[config.mk]
export PLATFORM = sky130hd
export DESIGN_NAME = alu_cmd_sequencer_flat
export DESIGN_NICKNAME = d
export VERILOG_FILES = /design/src/rtl/alu_pkg.sv /design/src/rtl/alu_cmd_sequencer_if.sv /design/src/rtl/alu_cmd_regfile.sv /design/src/rtl/alu_cmd_sequencer.sv /design/src/flat_wrapper.sv
export SDC_FILE = /design/constraint.sdc
export NUM_CORES = 1
export LEC_CHECK = 0
export CELL_PAD_IN_SITES_DETAIL_PLACEMENT = 1
export CELL_PAD_IN_SITES_GLOBAL_PLACEMENT = 1
export CORE_MARGIN = 1.5
export CORE_UTILIZATION = 43
export CTS_CLUSTER_SIZE = 24
export DETAILED_ROUTE_END_ITERATION = 6
export GPL_TIMING_DRIVEN = 1
export PLACE_DENSITY = 0.79
export RECOVER_POWER = 100
export SYNTH_ARGS = -nofsm -noshare
export SYNTH_HDL_FRONTEND = slang
export SYNTH_SLANG_ARGS = --single-unit
[constraint.sdc]
create_clock -name clk -period 5.05 [get_ports clk]
set_input_delay 0.505 -clock clk [delete_from_list [all_inputs] [get_ports clk]]
set_output_delay 0.505 -clock clk [all_outputs]
set_load 0.01 [all_outputs]
[src/rtl/alu_pkg.sv]
// Shared types for the ALU command sequencer: data width, ALU opcodes and
// sequencer states.
package alu_pkg;
  localparam int DATA_W = 16;

  typedef enum logic [2:0] {
    NEG_A      = 3'b000,
    INC_A      = 3'b001,
    ADD_ABC    = 3'b010,
    ADD_A_BSHR = 3'b011,
    AND_AB     = 3'b100,
    OR_AB      = 3'b101,
    CAT_LO     = 3'b110,
    NOP        = 3'b111
  } alu_opc_e;

  typedef enum logic [1:0] {
    IDLE  = 2'd0,
    DRIVE = 2'd1,
    RESP  = 2'd2
  } seq_state_e;
endpackage

[src/rtl/alu_cmd_sequencer_if.sv]
// Command and response channels between a host and the ALU command sequencer.
interface alu_cmd_sequencer_if #(parameter int NREGS = 4);
  localparam int AW = $clog2(NREGS);

  logic                      cmd_valid;
  logic                      cmd_ready;
  logic                      cmd_load;
  logic [2:0]                cmd_opc;
  logic [AW-1:0]             cmd_dst;
  logic [AW-1:0]             cmd_srca;
  logic [AW-1:0]             cmd_srcb;
  logic                      cmd_cin;
  logic [alu_pkg::DATA_W-1:0] cmd_imm;
  logic                      rsp_valid;
  logic                      rsp_ready;
  logic [alu_pkg::DATA_W-1:0] rsp_data;
  logic                      rsp_neg;
  logic                      rsp_zer;

  modport master (
    output cmd_valid, cmd_load, cmd_opc, cmd_dst, cmd_srca, cmd_srcb, cmd_cin, cmd_imm,
    output rsp_ready,
    input  cmd_ready, rsp_valid, rsp_data, rsp_neg, rsp_zer
  );

  modport slave (
    input  cmd_valid, cmd_load, cmd_opc, cmd_dst, cmd_srca, cmd_srcb, cmd_cin, cmd_imm,
    input  rsp_ready,
    output cmd_ready, rsp_valid, rsp_data, rsp_neg, rsp_zer
  );
endinterface

[src/rtl/alu_cmd_regfile.sv]
// NREGS x DATA_W operand file: two asynchronous read ports, one synchronous
// write port, cleared by reset.
module alu_cmd_regfile
  import alu_pkg::*;
#(
  parameter int NREGS = 4,
  localparam int AW   = $clog2(NREGS)
) (
  input  logic              clk,
  input  logic              rst,
  input  logic              we_i,
  input  logic [AW-1:0]     waddr_i,
  input  logic [DATA_W-1:0] wdata_i,
  input  logic [AW-1:0]     raddr_a_i,
  input  logic [AW-1:0]     raddr_b_i,
  output logic [DATA_W-1:0] rdata_a_o,
  output logic [DATA_W-1:0] rdata_b_o
);
  logic [DATA_W-1:0] mem_q [NREGS];

  always_ff @(posedge clk or posedge rst) begin
    if (rst) begin
      for (int i = 0; i < NREGS; i++) mem_q[i] <= '0;
    end else if (we_i) begin
      mem_q[waddr_i] <= wdata_i;
    end
  end

  assign rdata_a_o = mem_q[raddr_a_i];
  assign rdata_b_o = mem_q[raddr_b_i];
endmodule

[src/rtl/alu_cmd_sequencer.sv]
// Accepts load/ALU commands, drives a combinational ALU from registers, samples
// its result after DRIVE_CYCLES and returns it over a valid/ready response.
//   state | meaning
//   IDLE  | ready for a command
//   DRIVE | ALU inputs held, waiting for settle count to expire
//   RESP  | response presented until accepted
module alu_cmd_sequencer
  import alu_pkg::*;
#(
  parameter int NREGS        = 4,
  parameter int DRIVE_CYCLES = 1
) (
  input  logic                clk,
  input  logic                rst,
  alu_cmd_sequencer_if.slave  bus,
  output logic [2:0]          alu_opc_o,
  output logic [DATA_W-1:0]   alu_ina_o,
  output logic [DATA_W-1:0]   alu_inb_o,
  output logic                alu_inc_o,
  input  logic [DATA_W-1:0]   alu_outw_i,
  input  logic                alu_neg_i,
  input  logic                alu_zer_i
);
  localparam int AW = $clog2(NREGS);
  localparam int CW = 4;

  seq_state_e        state_q, state_d;
  logic [CW-1:0]     cnt_q, cnt_d;
  logic [2:0]        opc_q, opc_d;
  logic [DATA_W-1:0] ina_q, ina_d, inb_q, inb_d;
  logic              inc_q, inc_d;
  logic [AW-1:0]     dst_q, dst_d;
  logic [DATA_W-1:0] rsp_data_q, rsp_data_d;
  logic              rsp_neg_q, rsp_neg_d, rsp_zer_q, rsp_zer_d;
  logic              cmd_ready, rsp_valid;
  logic              rf_we;
  logic [AW-1:0]     rf_waddr;
  logic [DATA_W-1:0] rf_wdata, rd_a, rd_b;

  alu_cmd_regfile #(.NREGS(NREGS)) u_regfile (
    .clk       (clk),
    .rst       (rst),
    .we_i      (rf_we),
    .waddr_i   (rf_waddr),
    .wdata_i   (rf_wdata),
    .raddr_a_i (bus.cmd_srca),
    .raddr_b_i (bus.cmd_srcb),
    .rdata_a_o (rd_a),
    .rdata_b_o (rd_b)
  );

  always_ff @(posedge clk or posedge rst) begin
    if (rst) begin
      state_q    <= IDLE;
      cnt_q      <= '0;
      opc_q      <= NOP;
      ina_q      <= '0;
      inb_q      <= '0;
      inc_q      <= 1'b0;
      dst_q      <= '0;
      rsp_data_q <= '0;
      rsp_neg_q  <= 1'b0;
      rsp_zer_q  <= 1'b0;
    end else begin
      state_q    <= state_d;
      cnt_q      <= cnt_d;
      opc_q      <= opc_d;
      ina_q      <= ina_d;
      inb_q      <= inb_d;
      inc_q      <= inc_d;
      dst_q      <= dst_d;
      rsp_data_q <= rsp_data_d;
      rsp_neg_q  <= rsp_neg_d;
      rsp_zer_q  <= rsp_zer_d;
    end
  end

  always_comb begin
    state_d    = state_q;
    cnt_d      = cnt_q;
    opc_d      = opc_q;
    ina_d      = ina_q;
    inb_d      = inb_q;
    inc_d      = inc_q;
    dst_d      = dst_q;
    rsp_data_d = rsp_data_q;
    rsp_neg_d  = rsp_neg_q;
    rsp_zer_d  = rsp_zer_q;
    rf_we      = 1'b0;
    rf_waddr   = dst_q;
    rf_wdata   = alu_outw_i;
    cmd_ready  = 1'b0;
    rsp_valid  = 1'b0;
    unique case (state_q)
      IDLE: begin
        cmd_ready = 1'b1;
        if (bus.cmd_valid) begin
          if (bus.cmd_load) begin
            rf_we      = 1'b1;
            rf_waddr   = bus.cmd_dst;
            rf_wdata   = bus.cmd_imm;
            rsp_data_d = bus.cmd_imm;
            rsp_neg_d  = bus.cmd_imm[DATA_W-1];
            rsp_zer_d  = (bus.cmd_imm == '0);
            state_d    = RESP;
          end else begin
            opc_d   = bus.cmd_opc;
            ina_d   = rd_a;
            inb_d   = rd_b;
            inc_d   = bus.cmd_cin;
            dst_d   = bus.cmd_dst;
            cnt_d   = CW'(DRIVE_CYCLES - 1);
            state_d = DRIVE;
          end
        end
      end
      DRIVE: begin
        if (cnt_q != '0) begin
          cnt_d = cnt_q - CW'(1);
        end else begin
          // flags are taken from the ALU as-is, never recomputed here
          rf_we      = 1'b1;
          rsp_data_d = alu_outw_i;
          rsp_neg_d  = alu_neg_i;
          rsp_zer_d  = alu_zer_i;
          state_d    = RESP;
        end
      end
      RESP: begin
        rsp_valid = 1'b1;
        if (bus.rsp_ready) state_d = IDLE;
      end
      default: state_d = IDLE;
    endcase
  end

  assign bus.cmd_ready = cmd_ready;
  assign bus.rsp_valid = rsp_valid;
  assign bus.rsp_data  = rsp_data_q;
  assign bus.rsp_neg   = rsp_neg_q;
  assign bus.rsp_zer   = rsp_zer_q;
  assign alu_opc_o     = opc_q;
  assign alu_ina_o     = ina_q;
  assign alu_inb_o     = inb_q;
  assign alu_inc_o     = inc_q;
endmodule

[src/flat_wrapper.sv]
// flat-port wrapper written by rule: the top's interface ports become plain ports
module alu_cmd_sequencer_flat import alu_pkg::*;
#(
  parameter int NREGS        = 4,
  parameter int DRIVE_CYCLES = 1
)
  (clk, rst, alu_opc_o, alu_ina_o, alu_inb_o, alu_inc_o, alu_outw_i, alu_neg_i, alu_zer_i, bus_cmd_valid, bus_cmd_load, bus_cmd_opc, bus_cmd_dst, bus_cmd_srca, bus_cmd_srcb, bus_cmd_cin, bus_cmd_imm, bus_rsp_ready, bus_cmd_ready, bus_rsp_valid, bus_rsp_data, bus_rsp_neg, bus_rsp_zer);
  alu_cmd_sequencer_if #(.NREGS(NREGS)) bus_i ();
  input  logic clk;
  input  logic rst;
  output logic [2:0] alu_opc_o;
  output logic [DATA_W-1:0] alu_ina_o;
  output logic [DATA_W-1:0] alu_inb_o;
  output logic alu_inc_o;
  input  logic [DATA_W-1:0] alu_outw_i;
  input  logic alu_neg_i;
  input  logic alu_zer_i;
  input wire logic [$bits(bus_i.cmd_valid)-1:0] bus_cmd_valid;
  input wire logic [$bits(bus_i.cmd_load)-1:0] bus_cmd_load;
  input wire logic [$bits(bus_i.cmd_opc)-1:0] bus_cmd_opc;
  input wire logic [$bits(bus_i.cmd_dst)-1:0] bus_cmd_dst;
  input wire logic [$bits(bus_i.cmd_srca)-1:0] bus_cmd_srca;
  input wire logic [$bits(bus_i.cmd_srcb)-1:0] bus_cmd_srcb;
  input wire logic [$bits(bus_i.cmd_cin)-1:0] bus_cmd_cin;
  input wire logic [$bits(bus_i.cmd_imm)-1:0] bus_cmd_imm;
  input wire logic [$bits(bus_i.rsp_ready)-1:0] bus_rsp_ready;
  output wire logic [$bits(bus_i.cmd_ready)-1:0] bus_cmd_ready;
  output wire logic [$bits(bus_i.rsp_valid)-1:0] bus_rsp_valid;
  output wire logic [$bits(bus_i.rsp_data)-1:0] bus_rsp_data;
  output wire logic [$bits(bus_i.rsp_neg)-1:0] bus_rsp_neg;
  output wire logic [$bits(bus_i.rsp_zer)-1:0] bus_rsp_zer;
  assign bus_i.cmd_valid = bus_cmd_valid;
  assign bus_i.cmd_load = bus_cmd_load;
  assign bus_i.cmd_opc = bus_cmd_opc;
  assign bus_i.cmd_dst = bus_cmd_dst;
  assign bus_i.cmd_srca = bus_cmd_srca;
  assign bus_i.cmd_srcb = bus_cmd_srcb;
  assign bus_i.cmd_cin = bus_cmd_cin;
  assign bus_i.cmd_imm = bus_cmd_imm;
  assign bus_i.rsp_ready = bus_rsp_ready;
  assign bus_cmd_ready = bus_i.cmd_ready;
  assign bus_rsp_valid = bus_i.rsp_valid;
  assign bus_rsp_data = bus_i.rsp_data;
  assign bus_rsp_neg = bus_i.rsp_neg;
  assign bus_rsp_zer = bus_i.rsp_zer;
  alu_cmd_sequencer #(.NREGS(NREGS), .DRIVE_CYCLES(DRIVE_CYCLES)) u_core (.clk(clk), .rst(rst), .bus(bus_i), .alu_opc_o(alu_opc_o), .alu_ina_o(alu_ina_o), .alu_inb_o(alu_inb_o), .alu_inc_o(alu_inc_o), .alu_outw_i(alu_outw_i), .alu_neg_i(alu_neg_i), .alu_zer_i(alu_zer_i));
endmodule
==> results of run 1 <==
-- worst max-delay path, cell delays in order --
cell and delay, ns:
dlygate4sd3_1 0.58, nor4bb_1 0.83, nand2_1 0.16, clkbuf_1 0.49, and2_0 0.96, a21oi_1 0.37
-- metal layers --
layer / track usage [%] / vias up / wire, um
met5: 0 / - / 0
met4: 10.2 / 0 / 267
met3: 4.89 / 22 / 951
met2: 44.0 / 156 / 9390
met1: 33.2 / 2510 / 7570
li1: - / 2075 / -
-- cell type report --
cell class	count	area, sq um	share of cell area (%)
inverters	52	196	2.48
well taps	180	225	2.85
flip-flops and latches	126	3160	39.9
clock buffers	31	538	6.80
clock inverters	1	5.00	0.0633
repair buffers	112	1090	13.7
multi-input cells	294	2700	34.2
-- cells in the final DEF, fill, tap and decap left out, types with 5 or more instances in the layout --
cell	Yosys	layout
clkbuf_8	0	6
o22a_1	16	16
nand2_1	21	21
nor2_1	5	5
a21oi_2	20	19
o21a_1	16	16
dlygate4sd3_1	0	58
mux2_2	36	34
mux4_2	32	32
a21oi_1	29	30
mux2i_1	17	17
inv_1	52	51
o21ai_0	20	20
clkbuf_1	9	12
clkbuf_16	0	17
clkdlybuf4s50_1	0	46
mux2_1	3	5
dfrtp_1	123	123
o22ai_1	49	49
-- worst min path at each step --
stage / endpoint / slack (ns) / cells past startpoint
floorplan: u_core.u_regfile.mem_q[0] / 0.48 / 1
CTS: u_core.bus.rsp_data[14] / 0.49 / 2
global route: u_core.bus.rsp_data[5] / 0.51 / 2
detailed placement: u_core.bus.rsp_data[8] / 0.47 / 2
finish: u_core.bus.rsp_data[9] / 0.47 / 2
global placement: u_core.bus.rsp_data[7] / 0.46 / 2
-- through the flow --
step / cell area (sq um) / hold WS [ns] / total power, W / util, % / instances
floorplan: 6220 / 0.475 / 0.00291 / - / 506
global placement: 7390 / 0.465 / 0.00362 / 52.9 / 764
detailed placement: 7390 / 0.474 / 0.00376 / 52.9 / 764
CTS: 7940 / 0.486 / 0.00492 / 56.7 / 796
global route: 7910 / 0.506 / 0.00507 / 56.5 / 796
finish: 7910 / 0.474 / 0.00479 / 56.5 / 796
-- power groups by stage --
stage / Sequential [W] / Combinational (W) / Clock [W]
final: 0.00191 / 0.00175 / 0.00113
after global routing: 0.00197 / 0.00191 / 0.00118
after CTS: 0.00191 / 0.00186 / 0.00114
after detailed placement: 0.00192 / 0.00184 / 0
after global placement: 0.00186 / 0.00176 / 0
after floorplan: 0.00190 / 0.00101 / 0
-- flip-flops by register name (all words and copies together), names as in the netlist --
register and cells:
u_core.state_q 2, u_core.bus.rsp_zer 1, u_core.u_regfile.mem_q 64, u_core.alu_inc_o 1
u_core.bus.rsp_data 16, u_core.dst_q 2, u_core.alu_opc_o 3, u_core.alu_ina_o 16
u_core.alu_inb_o 16, u_core.cnt_q 4, u_core.bus.rsp_neg 1
-- cell families (layout without fill, tap and decap cells) --
family | Yosys count | count (layout) | synth area share, %
compound gates | 151 | 151 | 16.0
flops | 126 | 126 | 50.8
mux | 88 | 88 | 21.4
buf+inv | 86 | 196 | 5.90
simple gates | 51 | 51 | 5.25
fa+ha+maj | 2 | 2 | 0.402
xor+xnor | 2 | 2 | 0.282
==> metrics.yaml, run 1 <==
rsz0062_at_grt: "no"
fmax_mhz: 278
io_buffer_count: 104
synth_edf_count: 0
yosys_warnings: 0
synth_area_per_cell_sq_um: 12.3
synth_nets: 557
cts_sinks: 126
clockRootBuffer: "clkbuf_16"
dr.pass1.iters: 4
finalWorstSetupSlack_ns: 1.45
netlist_area_sq_um: 6220
core_region_area_sq_um: 14000
fin_nets: 654
crit_path_start_kind: "input pin"
post-place-ws_ns: 1.44
gp_congestion: 0.798
violations: "max-capacitance violations, max-slew violations"
p_int_w: 0.00320
clk_pin_slew_ns: 0.05
netSwitchingFraction_pct: 33.3
clockPowerShare_pct: 23.6
comb_power_share_pct: 36.6
grt_usage_pct: 26.0
ctsResizeCount: 0
worst_ep_arrival_time_ns: 3.92
r2r_cells: 5
p_seq_share_pct: 39.9
skew_ns: 0.00820
synth_commonest_cells: "dfrtp_1 (123), inv_1 (52), o22ai_1 (49)"
cts_tree: "yes"
clockBufferDepth: 2
antenna_found_initial: 0
slew_headroom_pct: -76.5
yosysUniqueCellTypes: 39
worstReg2RegEnd: "u_core.u_regfile.mem_q[60]"
cts_buffers: 17
drt_iter0_drc: 347
fin_crit_ns: 3.60
setup_violations: 0
hpwlAfterDp_mm: 11.8
finalHoldViolations: 0
diodes: 0
max-vdd-ir-drop_mv: 0.319
finalMaxSlewViolations: 117
drc: 0
wl_mm: 18.2
crit_required_ns: 5.37
tightest_slew_ns: 2.63
outcome: "complete, but fails checks"
crit_fanout: 17
die-area_sq_um: 15200
die_h_um: 123
overflow: 0
r2r_start: "u_core.state_q[1]"
area_delta_synth_final_pct: 27.2
min-delay-start: "u_core.bus.rsp_data[9]"
grt_max_degree: 58
maxCapViolations: 3
rows: 43
fillers: 1436
endpoint_kind: "register"
viasPerCell: 5.98
crit_type: "input pin to register"
die_w_um: 123
wl_per_cell_um: 22.8
worstHoldPathType: "register to register"
dominantRegCellSynth: "dfrtp_1"
seq_area_frac_synth_pct: 50.8
ios: 105
cts_setup_buffers: 0
startpoint: "bus_cmd_load"
synth.top_cell.area_share_pct: 49.5
async_reset_ff_share_pct: 100
leakage_nw: 3.31
final_layout_size_suffix_gt1_share_pct: 20.3
grt_pass1_vias: 5180
netSwitchingPower_w: 0.00159
cts_hold_buf: 0
num_vias: 4763
setup_tns_ns: 0
syn_inst: 506
yosys.cell_count.top_type: "dfrtp_1"
ff2ff_setup_slack_ns: 1.66
synth.area.top_cells: "dfrtp_1 (50%), mux4_2 (12%), mux2_2 (6.5%)"
cellPowerDensity_nw_per_um2: 606
grt_pass1_wl_mm: 29.0
ys_ff_latch: 126
synth_top_area_cell: "dfrtp_1"
initial_core_util_pct: 44.4
cp-endpoint: "u_core.u_regfile.mem_q[60]"
ant_nets: 0
h-tree-depth: 4
insertion_delay_ns: 0.42
min_period_over_period_pct: 71.2
(Power assumes the default switching activity.)
==> run 2: changes to the inputs <==
==> constraint.sdc (replaced) <==
create_clock -name clk -period 3.6 [get_ports clk]
set_input_delay 0.36 -clock clk [delete_from_list [all_inputs] [get_ports clk]]
set_output_delay 0.36 -clock clk [all_outputs]
set_load 0.01 [all_outputs]
==> metrics.yaml, run 2 (synthesis gave the netlist of run 1 again) <==
fin_crit_ns: 3.05
cts_tree: "yes"
tightest_slew_ns: 1.65
rsz0062_at_grt: "no"
h-tree-depth: 4
stdcell_count: 804
ff2ff_setup_slack_ns: 0.55
min_to: "u_core.bus.rsp_data[2]"
dr.pass1.iters: 5
crit_type: "register to register"
grt_usage_pct: 27.4
drt_iter0_drc: 396
fin_nets: 662
slew_headroom_pct: -10.0
top_layer_used: "met4"
p_int_w: 0.00464
insertion_delay_ns: 0.43
netSwitchingFraction_pct: 33.0
r2r_start: "u_core.cnt_q[0]"
ctsResizeCount: 0
ios: 105
grt_max_degree: 59
die_h_um: 123
largest_reg_flops: 64
clockPowerShare_pct: 26.0
min_period_over_period_pct: 84.6
die_w_um: 123
fillers: 1465
place_inst: 772
p_seq_share_pct: 38.3
wl_met3_mm: 1.13
crit_fanout: 17
cellPowerDensity_nw_per_um2: 867
fmax_mhz: 328
viasPerCell: 6.08
antenna_found_initial: 0
largest-register: "u_core.u_regfile.mem_q"
area_delta_synth_final_pct: 28.4
io_buffer_count: 104
finalHoldViolations: 0
final_layout_size_suffix_gt1_share_pct: 21.2
wl_per_cell_um: 23.9
clk_pin_slew_ns: 0.06
outcome: "complete, but fails checks"
max-vdd-ir-drop_mv: 0.414
setup_tns_ns: 0
netSwitchingPower_w: 0.00229
crit_path_start_kind: "register"
grt_pass1_vias: 5304
r2r_cells: 7
min-delay-start: "u_core.bus.rsp_data[2]"
violations: "max-capacitance violations, max-slew violations"
grt_pass1_wl_mm: 30.3
worstHoldPathType: "register to register"
die-area_sq_um: 15200
cts_hold_buf: 0
drc: 0
cts_sinks: 126
core_region_area_sq_um: 14000
skew_ns: 0.00971
worstReg2RegEnd: "u_core.u_regfile.mem_q[0]"
leakage_nw: 3.37
setup_violations: 0
ant_nets: 0
wl_met2_mm: 9.57
clockBufferDepth: 2
comb_power_share_pct: 35.7
hpwlAfterDp_mm: 12.2
fin_util_pct: 57.1
overflow: 0
clockRootBuffer: "clkbuf_16"
holdPathStages: 2
mostFrequentLayoutCells: "dfrtp_1 (123), dlygate4sd3_1 (57), inv_1 (51)"
final_common_cell: "dfrtp_1"
finalMaxSlewViolations: 48
maxCapViolations: 2
finalPower_w: 0.00693
cts_setup_buffers: 0
initial_core_util_pct: 44.4
num_vias: 4887
placed_cell_area_sq_um: 7470
met1Wirelength_mm: 7.90
rows: 43
cts_buffers: 17
gp_congestion: 0.787
worst_ep_arrival_time_ns: 3.36
wl_mm: 19.3
endpoint_kind: "register"
crit_required_ns: 3.91
stdcell_area_sq_um: 7990
diodes: 0
==> run 2: cell types whose count changed in the layout (fill, tap and decap cells not counted), sizes merged <==
cell and delta:
clkbuf -12, buf +7, dlygate4sd3 -1, clkinv +8, clkdlybuf4s50 +1, clkinvlp +1, bufinv +4
==> run 2: power groups by stage <==
stage               Sequential [W]  Clock (W)  Combinational (W)
floorplan                  0.00266          0            0.00142
global placement           0.00260          0            0.00250
detailed placement         0.00267          0            0.00262
CTS                        0.00267    0.00182            0.00267
global route               0.00273    0.00188            0.00268
finish                     0.00265    0.00180            0.00248
==> run 2: stage by stage <==
step	hold slack, ns	setup slack [ns]
2_1_floorplan	0.468	1.69
3_3_place_gp	0.464	1.03
3_5_place_dp	0.480	0.914
4_1_cts	0.429	0.969
5_1_grt	0.513	0.476
6_report	0.482	0.553
==> run 2: worst max-delay path: stages (launching register included) <==
cell and delay, ns:
dfrtp_1 0.34, inv_1 0.08, ha_1 0.23, nor3b_4 0.19, nand4_2 0.10, clkbuf_1 0.79, nand2_1 0.78, o21a_1 0.41
==> run 2: area by class of cell <==
| class | instances | area [sq um] | area share (%) |
|---|---|---|---|
| Sequential cell | 126 | 3160 | 39.5 |
| Multi-Input combinational cell | 294 | 2640 | 33.0 |
| Timing Repair Buffer | 120 | 1160 | 14.5 |
| Clock buffer | 18 | 439 | 5.50 |
| Tap cell | 180 | 225 | 2.82 |
| Inverter | 52 | 196 | 2.46 |
| Clock inverter | 14 | 173 | 2.16 |
==> run 2: routing by layer <==
metal	vias to the layer above	GRT usage [%]
met3	50	5.77
met5	-	0
met2	213	44.5
met4	0	13.0
li1	2079	-
met1	2545	35.3
==> run 2: worst max-delay path by stage <==
stage / start / to / cells after the start
finish: u_core.cnt_q[0] / u_core.u_regfile.mem_q[0] / 7
global placement: bus_cmd_load / u_core.u_regfile.mem_q[2] / 7
floorplan: rst / u_core.alu_ina_o[0] / 1
global route: u_core.cnt_q[0] / u_core.u_regfile.mem_q[54] / 7
CTS: u_core.cnt_q[0] / u_core.u_regfile.mem_q[25] / 6
detailed placement: bus_cmd_load / u_core.u_regfile.mem_q[34] / 6
